$ cat config.mk
export PLATFORM = sky130hd
export DESIGN_NAME = dut_exec_ctrl
export DESIGN_NICKNAME = d
export VERILOG_FILES = /design/src/rtl/dut_pkg.sv /design/src/rtl/dut_trig_match.sv /design/src/rtl/dut_exec_ctrl.sv
export SDC_FILE = /design/constraint.sdc
export NUM_CORES = 1
export LEC_CHECK = 0
export BUFFER_PORTS_ARGS = -buffer_cell sky130_fd_sc_hd__buf_2
export CORE_MARGIN = 8
export CORE_UTILIZATION = 51
export DETAILED_ROUTE_END_ITERATION = 6
export GPL_ROUTABILITY_DRIVEN = 0
export PLACE_DENSITY = 0.91
export SLEW_MARGIN = 10
export SYNTH_ARGS = -nofsm -noshare
export SYNTH_HDL_FRONTEND = slang
export SYNTH_SLANG_ARGS = --single-unit
$ cat constraint.sdc
create_clock -name clock_gated -period 4 [get_ports clock_gated]
set_input_delay 0.2 -clock clock_gated [delete_from_list [all_inputs] [get_ports clock_gated]]
set_output_delay 0.2 -clock clock_gated [all_outputs]
set_load 0.05 [all_outputs]
$ cat src/rtl/dut_pkg.sv
// Shared encodings for the execution controller: vector modes, FSM states,
// and small decode helpers for the trigger-driven modes.
package dut_pkg;

   typedef enum logic [1:0] {
      MODE_IMM      = 2'b00,
      MODE_DELAY    = 2'b01,
      MODE_MATCH    = 2'b10,
      MODE_MISMATCH = 2'b11
   } mode_e;

   typedef enum logic {
      ST_IDLE = 1'b0,
      ST_WAIT = 1'b1
   } state_e;

   function automatic logic is_wait_mode(input mode_e mode);
      return (mode == MODE_MATCH) || (mode == MODE_MISMATCH);
   endfunction

   // Trigger event for the compare modes; never fires in immediate/delay modes.
   function automatic logic trig_hit(input mode_e mode, input logic match);
      logic hit;
      case (mode)
         MODE_MATCH:    hit = match;
         MODE_MISMATCH: hit = ~match;
         default:       hit = 1'b0;
      endcase
      return hit;
   endfunction

endpackage

$ cat src/rtl/dut_trig_match.sv
// Masked response compare: match is high when every masked bit of data
// equals the corresponding bit of value.
module dut_trig_match #(
   parameter int RTF_WIDTH = 24
) (
   input  logic [RTF_WIDTH-1:0] data,
   input  logic [RTF_WIDTH-1:0] mask,
   input  logic [RTF_WIDTH-1:0] value,
   output logic                 match
);

   assign match = (((data ^ value) & mask) == {RTF_WIDTH{1'b0}});

endmodule

$ cat src/rtl/dut_exec_ctrl.sv
// Single-vector execution controller: drives one stimulus vector, waits per its
// mode for a delay or a response trigger, and captures a result record.
module dut_exec_ctrl
   import dut_pkg::*;
#(
   parameter int STF_WIDTH   = 24,
   parameter int RTF_WIDTH   = 24,
   parameter int CYCLE_RANGE = 8
) (
   input  logic                   clock_gated,
   input  logic                   reset_n,
   input  logic                   flush,
   input  logic [RTF_WIDTH-1:0]   cfg_trig_mask,
   input  logic [RTF_WIDTH-1:0]   cfg_trig_value,
   input  logic                   in_valid,
   output logic                   in_ready,
   input  logic [1:0]             in_mode,
   input  logic [CYCLE_RANGE-1:0] in_cycles,
   input  logic [STF_WIDTH-1:0]   in_data,
   output logic [STF_WIDTH-1:0]   mosi_data,
   input  logic [RTF_WIDTH-1:0]   miso_data,
   output logic                   out_valid,
   input  logic                   out_ready,
   output logic [RTF_WIDTH-1:0]   out_result,
   output logic                   out_timeout,
   output logic [CYCLE_RANGE-1:0] out_cycles,
   output logic [1:0]             out_mode,
   output logic                   busy
);

   state_e                 state_q;
   mode_e                  mode_q;
   logic [CYCLE_RANGE-1:0] cycles_q;
   logic [CYCLE_RANGE-1:0] counter_q;
   logic [CYCLE_RANGE-1:0] counter_d;
   logic [STF_WIDTH-1:0]   mosi_q;
   logic                   out_valid_q;
   logic [RTF_WIDTH-1:0]   out_result_q;
   logic                   out_timeout_q;
   logic [CYCLE_RANGE-1:0] out_cycles_q;
   mode_e                  out_mode_q;

   logic match_s;
   logic limit_s;
   logic trig_s;
   logic mode_done_s;
   logic done_s;
   logic timeout_s;
   logic ready_s;
   logic accept_s;

   dut_trig_match #(
      .RTF_WIDTH (RTF_WIDTH)
   ) u_trig_match (
      .data  (miso_data),
      .mask  (cfg_trig_mask),
      .value (cfg_trig_value),
      .match (match_s)
   );

   // Completion decode and handshake qualification for the current cycle
   always_comb begin
      limit_s   = (counter_q == cycles_q);
      trig_s    = trig_hit(mode_q, match_s);
      counter_d = counter_q + CYCLE_RANGE'(1);
      case (mode_q)
         MODE_IMM:      mode_done_s = 1'b1;
         MODE_DELAY:    mode_done_s = limit_s;
         MODE_MATCH:    mode_done_s = trig_s | limit_s;
         MODE_MISMATCH: mode_done_s = trig_s | limit_s;
         default:       mode_done_s = 1'b1;
      endcase
      done_s    = (state_q == ST_WAIT) & mode_done_s;
      // A trigger on the final compare is reported as a trigger, not a timeout.
      timeout_s = is_wait_mode(mode_q) & ~trig_s;
      ready_s   = (state_q == ST_IDLE) & ~flush & (~out_valid_q | out_ready);
      accept_s  = in_valid & ready_s;
   end

   // Control FSM, wait counter, stimulus register and result record
   always_ff @(posedge clock_gated or negedge reset_n) begin
      if (!reset_n) begin
         state_q       <= ST_IDLE;
         mode_q        <= MODE_IMM;
         cycles_q      <= {CYCLE_RANGE{1'b0}};
         counter_q     <= {CYCLE_RANGE{1'b0}};
         mosi_q        <= {STF_WIDTH{1'b0}};
         out_valid_q   <= 1'b0;
         out_result_q  <= {RTF_WIDTH{1'b0}};
         out_timeout_q <= 1'b0;
         out_cycles_q  <= {CYCLE_RANGE{1'b0}};
         out_mode_q    <= MODE_IMM;
      end else if (flush) begin
         state_q     <= ST_IDLE;
         counter_q   <= {CYCLE_RANGE{1'b0}};
         out_valid_q <= 1'b0;
      end else begin
         case (state_q)
            ST_IDLE: begin
               if (accept_s) begin
                  mosi_q    <= in_data;
                  mode_q    <= mode_e'(in_mode);
                  cycles_q  <= in_cycles;
                  counter_q <= {CYCLE_RANGE{1'b0}};
                  state_q   <= ST_WAIT;
               end else begin
                  state_q <= ST_IDLE;
               end
            end
            ST_WAIT: begin
               if (done_s) begin
                  out_result_q  <= miso_data;
                  out_cycles_q  <= counter_q;
                  out_mode_q    <= mode_q;
                  out_timeout_q <= timeout_s;
                  state_q       <= ST_IDLE;
               end else begin
                  counter_q <= counter_d;
               end
            end
            default: state_q <= ST_IDLE;
         endcase

         if (done_s) begin
            out_valid_q <= 1'b1;
         end else if (out_ready) begin
            out_valid_q <= 1'b0;
         end else begin
            out_valid_q <= out_valid_q;
         end
      end
   end

   assign in_ready    = ready_s;
   assign mosi_data   = mosi_q;
   assign out_valid   = out_valid_q;
   assign out_result  = out_result_q;
   assign out_timeout = out_timeout_q;
   assign out_cycles  = out_cycles_q;
   assign out_mode    = out_mode_q;
   assign busy        = (state_q != ST_IDLE);

endmodule

; ---- Word level (Yosys, flattened, before mapping)
; Cells that the tools add are included.
[word_totals]
input_bits = 111
register_bits = 79
elab_cells = 52
output_inout_bits = 62
[classes]
mux = 13
bitwise_logic = 14
reduce_logical = 8
addsub = 1
eq_ne = 6
[ops]
columns = op, n
row1 = 24-bit AND, 1
row2 = 24-bit zero test, 1
row3 = 8-bit 2-to-1 mux, 3
row4 = 24-bit bitwise XOR, 1
row5 = 8-bit case mux with 2 select lines, 1
row6 = "8-bit by 1-bit adder with 8-bit output, second input constant", 1
row7 = 8-bit equality test, 1
row8 = 1-bit 2-to-1 mux, 6
row9 = "3-bit inequality test, second input constant", 2
row10 = 3-bit AND reduction, 2
row11 = 1-bit AND, 5
row12 = 1-bit NOT, 5
row13 = "2-bit equality test, second input constant", 2
row14 = 1-bit case mux with 2 select lines, 2
row15 = 1-bit case mux with 3 select lines, 1
row16 = 3-bit nonzero test, 1
row17 = "2-bit by 1-bit equality test with 1-bit output, second input constant", 1
row18 = 2-bit zero test, 1
row19 = 1-bit bitwise OR, 2
row20 = 2-bit AND reduction, 1
row21 = 2-bit OR reduction, 1
row22 = 1-bit logical OR, 1

; ---- Logic depth before layout (Yosys ltp)
[depth]
depth_word = 11
mapped_depth = 8
depth_no_buf = 7

; ---- Modules after synthesis
; From an unflattened synthesis, not the netlist that was laid out.
[unflattened]
cells_unflattened = 271
hier_area_um2 = 3787.4
[by_module_without_submodules]
columns = mod, n_inst, cells_per_inst, seq_area_each_um2, area_each_um2
row1 = dut_exec_ctrl, 1, 231, 1976.9, 3458.3
row2 = dut_trig_match, 1, 40, 0.0, 329.1

; ---- Worst setup path after synthesis
; OpenSTA, ideal clock, no wires.
[synth_path]
path_kind = register to register
startpoint = register out_valid_q (netlist: out_valid)
endpoint = register cycles_q[2]
arrival_ns = 2.910
period_less_slack_ns = 3.034
n_path_buf = 2
setup_time_ns = 0.125
path_slack_ns = 0.966
stages_incl_launch_ff = 7
path_cell_list = dfrtp_1 nor2b_1 nor3_1 nand2_1 clkbuf_1 buf_1 mux2_2
[synth_via]
elab_chain_len = 5
[synth_rtl]
columns = element, line_no
row1 = start: declaration, dut_exec_ctrl.sv:37  ; logic out_valid_q;
row2 = start signal: assignment, dut_exec_ctrl.sv:129  ; out_valid_q <= out_valid_q;
row3 = 1-bit NOT, dut_exec_ctrl.sv:76  ; ready_s = (state_q == ST_IDLE) & ~flush & (~out_valid_q | out_ready);
row4 = 1-bit bitwise OR, dut_exec_ctrl.sv:76
row5 = 1-bit AND, dut_exec_ctrl.sv:76
row6 = named net in_ready, dut_exec_ctrl.sv:16  ; output logic in_ready,
row7 = 1-bit AND, dut_exec_ctrl.sv:77  ; accept_s = in_valid & ready_s;
row8 = 3-bit AND reduction (no line), n/a
row9 = end signal: assignment, dut_exec_ctrl.sv:85  ; cycles_q <= {CYCLE_RANGE{1'b0}};
row10 = end signal: assignment, dut_exec_ctrl.sv:103  ; cycles_q <= in_cycles;
row11 = end: declaration, dut_exec_ctrl.sv:33  ; logic [CYCLE_RANGE-1:0] cycles_q;
; The timed path passes the listed nets, and every way through them passes these cells.
; A chain may end at the register's enable or synchronous reset.

; ---- Worst setup path in the final report
[layout_path]
startpoint = input cfg_trig_value[15]
endpoint = register out_result_q[22] (netlist: out_result[22])
[layout_via]
elab_chain_len = 9
[layout_rtl]
columns = element, line_no
row1 = start: declaration, dut_exec_ctrl.sv:14  ; input logic [RTF_WIDTH-1:0] cfg_trig_value,
row2 = 24-bit bitwise XOR (*), dut_trig_match.sv:12  ; assign match = (((data ^ value) & mask) == {RTF_WIDTH{1'b0}});
row3 = 24-bit AND (*), dut_trig_match.sv:12
row4 = 24-bit zero test (*), dut_trig_match.sv:12
row5 = 1-bit NOT, dut_pkg.sv:26  ; MODE_MISMATCH: hit = ~match;
row6 = 1-bit case mux with 2 select lines (*), dut_pkg.sv:24  ; case (mode)
row7 = 1-bit bitwise OR (*), "dut_exec_ctrl.sv:69, dut_exec_ctrl.sv:70"
row8 = 1-bit case mux with 3 select lines (*), dut_exec_ctrl.sv:66  ; case (mode_q)
row9 = 1-bit AND (*), dut_exec_ctrl.sv:73  ; done_s = (state_q == ST_WAIT) & mode_done_s;
row10 = 3-bit AND reduction (no line) (*), n/a
row11 = end signal: assignment, dut_exec_ctrl.sv:89  ; out_result_q <= {RTF_WIDTH{1'b0}};
row12 = end signal: assignment, dut_exec_ctrl.sv:112  ; out_result_q <= miso_data;
row13 = end: declaration, dut_exec_ctrl.sv:38  ; logic [RTF_WIDTH-1:0] out_result_q;
; Mark *: on every way between the ends. The rest lies on a longest branch, timed or not.

==> flow_summary_export.csv <==
group,metric,value,unit
die,core_area,7176,um2
place,dp_cells,535,
sta,min_period,2.379,ns
sta,finalHoldViolations,3,
route,routed-via-count,2902,
route,drt-pass1-iter-count,5,
route,drtAntennaViolNets,0,
setup_path,slowest_stage,"buf_4",
setup_path,rrSetupSlack,1.85,ns
yosys,syn_avg_cell_area,13.83,um2
layout,mostFrequentLayoutCells,"171 x buf_2, 79 x dfrtp_1, 41 x mux2_2",
setup_path,critPathLaunchType,"input port",
power,power.density,628.5,nW/um2
yosys,yosysUniqueCellTypes,38,
sta,fmax,420.3,MHz
grt,grt_pass1_vias,3165,
place,dp_hpwl,8369,um
power,p_switching,1378,uW
power,internal_power,1684,uW
power,p_total,3062,uW
route,routed_wl,10440,um
sta,final.setup_skew,0.01662,ns
route,route.detailed.drc,0,
yosys,syn_inst,271,
clock_tree,worstSkewPairLatency,0.35,ns
layout,finalInstanceArea,4872,um2
sta,setup_viol,0,
grt,top_usage_layer,"met2",
die,start_util,0.5224,
grt,grt_antenna_before_repair,1,
clock_tree,htreeDepth,3,
place,dpl_cell_area,4695,um2
yosys,synth_area,3749,um2
die,ioPinCount,173,
yosys,syn_nets,383,
grt,met3_usage,0.05361,
sta,slew_violations,0,
yosys,yosysWarnings,0,
sta,fin_crit_sh,0.5949,
die,rows,31,
setup_path,end_kind,"flip-flop",
power,p_clk_frac,0.171,
clock_tree,hold_buffers,0,
power,vdd_ir_drop_max,0.0003486,V
setup_path,path_max_fanout,35,
power,power.leakage,0.002475,uW
power,seqPwrFrac,0.372,
grt,grt_max_degree,80,
clock_tree,cts_resized,0,
grt,use_met1,0.2310,
grt,use_met2,0.3687,
yosys,ys_seq_elements,79,
layout,area_growth_syn_to_layout,29.97,%
sta,tightestPinTransition,0.9708,ns
clock_tree,cts_setup_buffers,0,
setup_path,slowest_delay,0.52,ns
route,post_drt_wl_per_cell,18.91,um
sta,hold-worst-slack,-0.007302,ns
setup_path,worst-setup-path-type,"input port to flip-flop",
run_status,status,"finished, violations left",
setup_path,critPathArrivalTime,2.60,ns
setup_path,path_cells,"buf_2 -> xor2_1 -> a22oi_1 -> nand4_1 -> o31ai_4 -> xor2_2 -> o21ai_4 -> buf_4 -> mux2_2",
run_status,violations,"negative hold slack",
route,viasPerCell,5.257,
clock_tree,cts_root_buf,"clkbuf_8",
run,maxCapViolCount,0,
grt,grt_pass1_wl,16420,um
route,drt-initial-drc-count,158,
layout,fin_nets,559,
min_path,min_path_type,"input port to asynchronous set/reset pin",
die,die-area,10350,um2
power,comb_power_share,0.457,
layout,layout_commonest_cell,"buf_2",
clock_tree,clockBufferDepth,2,
setup_path,required,4.22,ns
clock_tree,cts_tree,"built",
power,swShare,0.4501,
layout,drive_above_1_share,0.5841,
die,die_y,101.7,um
sta,slew_headroom,0.3528,
grt,track_usage,0.2096,
grt,overflow,0,
layout,fin_cells,552,
place,io_buffers,172,
yosys,synth-seq-area-share,0.5274,
sta,rsz0062_at_grt,"false",
clock_tree,clock-sinks,79,
die,fp.dieW,101.7,um
clock_tree,clkTransAtPathRegs,0.08,ns
sta,final.setup.tns,0,ns
clock_tree,cts_made_buffers,9,
## worst max-delay path: cells and delay by family
kind            cells  cell delay, ns
mux                 1            0.40
xor+xnor            2            0.33
compound gates      3            0.76
buf+inv             2            0.62
simple gates        1            0.27
## sequential cells by signal, summed over array words and instances (netlist names)
register	cells
mosi_data	24
out_result	24
cycles_q	8
mode_q	2
counter_q	8
out_cycles	8
out_timeout	1
busy	1
out_mode	2
out_valid	1
## logic make-up (layout without fill, tap and decap cells)
group                    count (synthesis)  after routing  share of synthesized area
AO/OA/AOI/OAI                           28             28                    0.06209
flip-flops                              79             79                     0.5274
adder cells (fa/ha/maj)                  1              1                   0.003337
multiplexers                            71             71                     0.2407
AND/OR/NAND/NOR                         43             43                    0.06275
buffers and inverters                   14            195                    0.02003
XOR/XNOR                                35             35                    0.08378
other                                    0              1                          0
## final timing paths
path                                         start             end  depth (start not counted)
min in group clock_gated               in_data[17]   mosi_data[17]                          2
max in group asynchronous                  reset_n   mosi_data[20]                          1
worst max register to register        counter_q[5]  out_result[11]                          6
worst max-delay path            cfg_trig_value[15]  out_result[22]                          9
worst min register to register       mosi_data[21]   mosi_data[21]                          1
worst min-delay path                       reset_n   out_cycles[4]                          1
## stage by stage
step	util	hold WS, ns	setup slack (ns)
after floorplan	-	-0.09559	0.9658
after global placement	0.6542	0.4055	1.369
after detailed placement	0.6542	0.4025	1.270
after CTS	0.6786	0.04347	1.640
after global routing	0.6790	0.07222	1.508
final	0.6790	-0.007302	1.621
## synth_stat cells
cell | instances | share of area
a211oi_1 | 1 | 0.0020
a21oi_1 | 3 | 0.0040
a22oi_1 | 12 | 0.024
a32oi_1 | 1 | 0.0023
a41oi_1 | 1 | 0.0023
and3b_1 | 1 | 0.0023
buf_1 | 2 | 0.0020
buf_6 | 3 | 0.0090
clkbuf_1 | 4 | 0.0040
dfrtp_1 | 79 | 0.53
ha_1 | 1 | 0.0033
inv_1 | 5 | 0.0050
mux2_2 | 41 | 0.12
mux2_4 | 28 | 0.11
mux2i_1 | 2 | 0.0053
nand2_1 | 8 | 0.0080
nand2b_1 | 2 | 0.0033
nand3_1 | 6 | 0.0080
nand3b_1 | 1 | 0.0020
nand4_1 | 7 | 0.012
nand4b_1 | 1 | 0.0023
nor2_1 | 3 | 0.0030
nor2b_1 | 2 | 0.0033
nor3_1 | 5 | 0.0067
nor4_1 | 4 | 0.0067
o211ai_1 | 1 | 0.0020
o21ai_0 | 1 | 0.0013
o21ai_4 | 1 | 0.0043
o21ba_2 | 1 | 0.0027
o221ai_1 | 1 | 0.0023
o311ai_0 | 3 | 0.0070
o31ai_1 | 1 | 0.0020
o31ai_4 | 1 | 0.0057
or2_2 | 2 | 0.0033
or4_1 | 1 | 0.0020
xnor2_1 | 10 | 0.023
xor2_1 | 24 | 0.056
xor2_2 | 1 | 0.0043
## power groups by stage
stage / registers (uW) / logic, uW / clock network (uW)
2_1_floorplan: 1810 / 358 / 0
3_3_place_gp: 1130 / 1380 / 0
3_5_place_dp: 1150 / 1410 / 0
4_1_cts: 1140 / 1410 / 537
5_1_grt: 1160 / 1460 / 566
6_report: 1140 / 1400 / 523
## per-layer routing
layer	vias to the layer above	routed length [um]
li1	1332	-
met1	1400	3810
met2	145	5571
met3	25	784
met4	0	271
met5	-	0
## final cells by class
class,instances,area [um2]
fillers,523,2303
inverters,5,18.77
multi-input cells,178,1697
well taps,99,123.9
flip-flops and latches,79,1977
repair buffers,174,878.3
diodes,1,2.502
clock inverters,5,33.78
clock buffers,11,141.4
Power figures use the tool's default switching activity.
